## src/rtl/chunked_subtractor.sv

```systemverilog
// chunked_subtractor: multi-cycle unsigned A-B, CHUNK bits per clock with a registered borrow
module chunked_subtractor #(
    parameter int WIDTH = 8,
    parameter int CHUNK = 2
) (
    input  logic             i_clk,
    input  logic             i_rst_n,
    input  logic             i_valid,
    output logic             o_ready,
    input  logic [WIDTH-1:0] i_sub1,
    input  logic [WIDTH-1:0] i_sub2,
    output logic             o_valid,
    input  logic             i_ready,
    output logic [WIDTH-1:0] o_result,
    output logic             o_borrow
);
    localparam int NUM_CHUNKS = WIDTH / CHUNK;
    localparam int IW = NUM_CHUNKS > 1 ? $clog2(NUM_CHUNKS) : 1;

    typedef enum logic [1:0] {IDLE, CALC, DONE} state_t;

    state_t state, state_nx;
    logic [IW-1:0] idx;
    logic borrow;
    logic [WIDTH-1:0] a, b;
    logic [CHUNK:0] diff;
    logic last;

    if (CHUNK < 1 || WIDTH % CHUNK != 0) begin : g_bad_cfg
        $error("chunked_subtractor: WIDTH must be a positive multiple of CHUNK");
    end

    assign o_ready = state == IDLE;
    assign o_valid = state == DONE;
    assign last = idx == IW'(NUM_CHUNKS - 1);
    assign diff = {1'b0, a[idx*CHUNK +: CHUNK]} - {1'b0, b[idx*CHUNK +: CHUNK]} - (CHUNK+1)'(borrow);

    // state register
    always_ff @(posedge i_clk or negedge i_rst_n) begin
        if (!i_rst_n) state <= IDLE;
        else state <= state_nx;
    end

    // next state; the unused encoding falls back to IDLE behaviour
    always_comb begin
        state_nx = (state == CALC) ? (last ? DONE : CALC) :
                   (state == DONE) ? (i_ready ? IDLE : DONE) :
                   (i_valid ? CALC : IDLE);
    end

    // operand capture, then one slice of the difference per CALC cycle
    always_ff @(posedge i_clk or negedge i_rst_n) begin
        if (!i_rst_n) begin
            a <= '0;
            b <= '0;
            idx <= '0;
            borrow <= 1'b0;
            o_result <= '0;
            o_borrow <= 1'b0;
        end else if (state == CALC) begin
            o_result[idx*CHUNK +: CHUNK] <= diff[CHUNK-1:0];
            borrow <= diff[CHUNK];
            o_borrow <= diff[CHUNK];
            idx <= last ? '0 : idx + 1'b1;
        end else if (state != DONE && i_valid) begin
            a <= i_sub1;
            b <= i_sub2;
            borrow <= 1'b0;
            idx <= '0;
        end
    end
endmodule
```

## config.mk

```make
export PLATFORM = sky130hd
export DESIGN_NAME = chunked_subtractor
export DESIGN_NICKNAME = d
export VERILOG_FILES = /design/src/rtl/chunked_subtractor.sv
export SDC_FILE = /design/constraint.sdc
export NUM_CORES = 1
export LEC_CHECK = 0
export ABC_AREA = 1
export BUFFER_PORTS_ARGS = -buffer_cell sky130_fd_sc_hd__buf_4
export CORE_MARGIN = 3
export CORE_UTILIZATION = 45
export DETAILED_ROUTE_END_ITERATION = 8
export PLACE_DENSITY_LB_ADDON = 0.25
export SLEW_MARGIN = 20
export SYNTH_ARGS = -nofsm -noshare
export SYNTH_HDL_FRONTEND = slang
export SYNTH_SLANG_ARGS = --single-unit
```

## constraint.sdc

```tcl
create_clock -name i_clk -period 2 [get_ports i_clk]
set_input_delay 0.2 -clock i_clk [delete_from_list [all_inputs] [get_ports i_clk]]
set_output_delay 0.2 -clock i_clk [all_outputs]
set_load 0.01 [all_outputs]
```

==> results.cfg <==
[finish]
stdcell_count = 277
fin_area_sq_um = 1964
layout.nets = 262
synthToLayoutAreaGrowth_pct = 23.82
utilization_pct = 61.33
n_fill_cell = 290
drive_gt1_share_pct = 24.46
num_antenna_cells = 0

[worst_setup_path]
worstPathRequired_ps = 2260
critPathMaxStageDelay_ps = 440
critPathKind = reg -> reg
critical_path.endpoint_type = flip-flop
r2r_slack_ps = -40
worstPathMaxFanout = 5
rr_endpoint = o_result[3]
crit_path_start_kind = flip-flop
crit_slowest_cell = dfrtp_2
crit_chain = inv_2, nand2_1, o211ai_1, nand2_1, fa_2, inv_2, fa_1, nor2_2, nand3_1, o21ai_1
reg2reg_depth = 10
reg2reg_from = idx[0]
arrival_ps = 2300
crit_end = o_result[3]
startpoint = idx[0]

[clocking]
cts_made_buffers = 5
clk_pin_slew_worst_paths_ps = 80
clk_path_buf_depth = 2
cts_tree = yes
cts-root-buf = clkbuf_4
clkSinkCount = 30
clk_latency_ps = 320
h-tree-depth = 2

[placed_design]
placed_area_sq_um = 1851
hpwl_microns = 2271
place_congestion = 0.8300
portBuffers = 30
dp_cells = 265

[global_routing]
grt_pass1_vias = 1301
grt_pass1_wl_microns = 5706
grt_overflow = 0
antenna_found_initial = 0
grt_max_degree = 31
grt_usage_pct = 17.42

[run_status]
status = complete, but fails checks
violations = setup timing

[hold_path]
min_from = i_ready
hold_depth = 2
hold_class = in -> reg

[power_and_ir_drop]
power_density_nw_per_um2 = 1605
ir_drop_uv = 644.7
p_leak_nw = 1.072
power_mw = 3.152

[yosys]
synth_top_family_by_area = simple AND/OR/NAND/NOR gates
synth_cells = 194
netlist_area_sq_um = 1587
synth.mux.area_fraction_pct = 0
yosysWarnings = 0
ys_seq_area_share_pct = 47.32
post_synth_and_or_nand_nor_area_fraction_pct = 32.97
yosys.area.top_type = dfrtp_1
synth_nets = 222
ys_top_cells_by_area = dfrtp_1 47%, nand2_1 17%, nand4_1 6.7%
synth_commonest_cells = 72 x nand2_1, 30 x dfrtp_1, 19 x inv_1
synth_area_per_cell_sq_um = 8.178
synth_compound_area_share_pct = 3.549
yosysMostFrequentCell = nand2_1
synth_edf_count = 0
synthFlopType = dfrtp_1
async_reset_ff_share_pct = 100.0
synth_cell_types = 17
synth_top_area_share_pct = 47.32
synthAdderAreaFrac_pct = 7.256
synth-xor-area-share_pct = 0
ys_ff_latch = 30

[sta]
slew-limit-headroom_pct = 67.48
fin_crit_sh_pct = 102.1
setup_viol = 2
finalClockSkew_ps = 3.462
period_needed_ps = 2042
max_freq_ghz = 0.4897
maxSlewViolCount = 0
hold_viol_final = 0
holdWs_ps = 50.84
worst_pin_slew_ps = 486.1
setup_slack_ps = -42.04
rsz0062_at_grt = yes

[route]
initialDrtViolationCount = 45
routed_via_density = 4.949
first_pass_iters = 4
drc = 0
postRouteAntennaNets = 0
vias = 1371
wl_microns = 3268
wl_per_cell_microns = 11.80

[floorplan]
row_count = 20
core_area_sq_um = 3203
die_y_microns = 65.38
io_pins = 31
die_w_microns = 65.38
start_util_pct = 49.53
die_area_sq_um = 4274

[job]
max_cap_viol_count = 0
[worst max-delay path, delay by kind of cell, from the launching register on]
kind / cells / cell delay (ps)
flip-flops: 1 / 440
AO/OA/AOI/OAI: 2 / 200
adder cells (fa/ha/maj): 2 / 770
AND/OR/NAND/NOR: 4 / 400
buffers and inverters: 2 / 160
[power by group]
group	internal, mW	switching, mW	total (mW)	leakage, nW
sequential	0.874	0.173	1.05	0.382
combinational	0.717	1.04	1.76	0.661
clock	0.158	0.189	0.347	0.0302
[how the worst min path moves through the flow]
stage                       end  slack (ps)
floorplan                  a[0]        -100
global placement    o_result[6]         150
detailed placement  o_result[6]         150
CTS                    state[1]          40
global route           state[1]          50
finish                 state[1]          50
[area by class of cell]
type                            count  area (sq um)  share of cell area, %
Clock buffer                        6         51.30                  2.611
Inverter                           20         75.07                  3.822
Multi-Input combinational cell    135         701.9                  35.73
Sequential cell                    30         752.0                  38.28
Tap cell                           44         55.05                  2.803
Timing Repair Buffer               41         321.6                  16.37
Timing Repair inverter              1         7.507                 0.3822
[layout by cell type, fill, tap and decap left out, types with 2 or more instances in the layout]
master / synthesis / final
buf_6: 3 / 3
inv_2: 1 / 3
o211ai_1: 4 / 4
ha_1: 6 / 6
nor2_1: 11 / 10
nand4_1: 17 / 17
nand2_1: 72 / 71
o21ai_1: 0 / 2
dfrtp_1: 30 / 29
o21ai_0: 4 / 2
nand2_2: 2 / 3
buf_4: 1 / 37
nand3_1: 15 / 15
clkbuf_4: 0 / 5
inv_1: 19 / 17
[state kept, by name (all words and copies together), names as in the netlist]
signal,flops
a,8
b,8
o_result,8
idx,2
state,2
borrow,1
o_borrow,1
[what timing repair did]
action	4_1_cts	5_1_grt
setup endpoints to repair	4	4
hold buffers	1	0
buffers inserted	3	1
pin swaps	1	8
resized for setup	1	6
cloned	1	0
hold endpoints to repair	30	0
[per-layer routing]
metal,vias up,track usage (%),part of all wire (%)
met5,-,0,0
li1,709,-,-
met1,617,21.76,47
met4,0,8.808,2.2
met3,9,4.274,5.1
met2,36,27.94,46
[cell families after synthesis]
kind of cell	count (synthesis)
buffers and inverters	29
DFF	30
and+or+nand+nor	118
AOI/OAI and AO/OA	9
adders and majority gates	8
[stage by stage]
| stage | worst slack (ps) | setup TNS (ps) |
|---|---|---|
| after CTS | -34.11 | -72.90 |
| final | -42.04 | -70.46 |
| after global placement | 15.05 | 0 |
| after floorplan | -59.71 | -98.08 |
| after detailed placement | -18.51 | -24.26 |
| after global routing | -197.4 | -694.2 |
(Power assumes the default switching activity.)
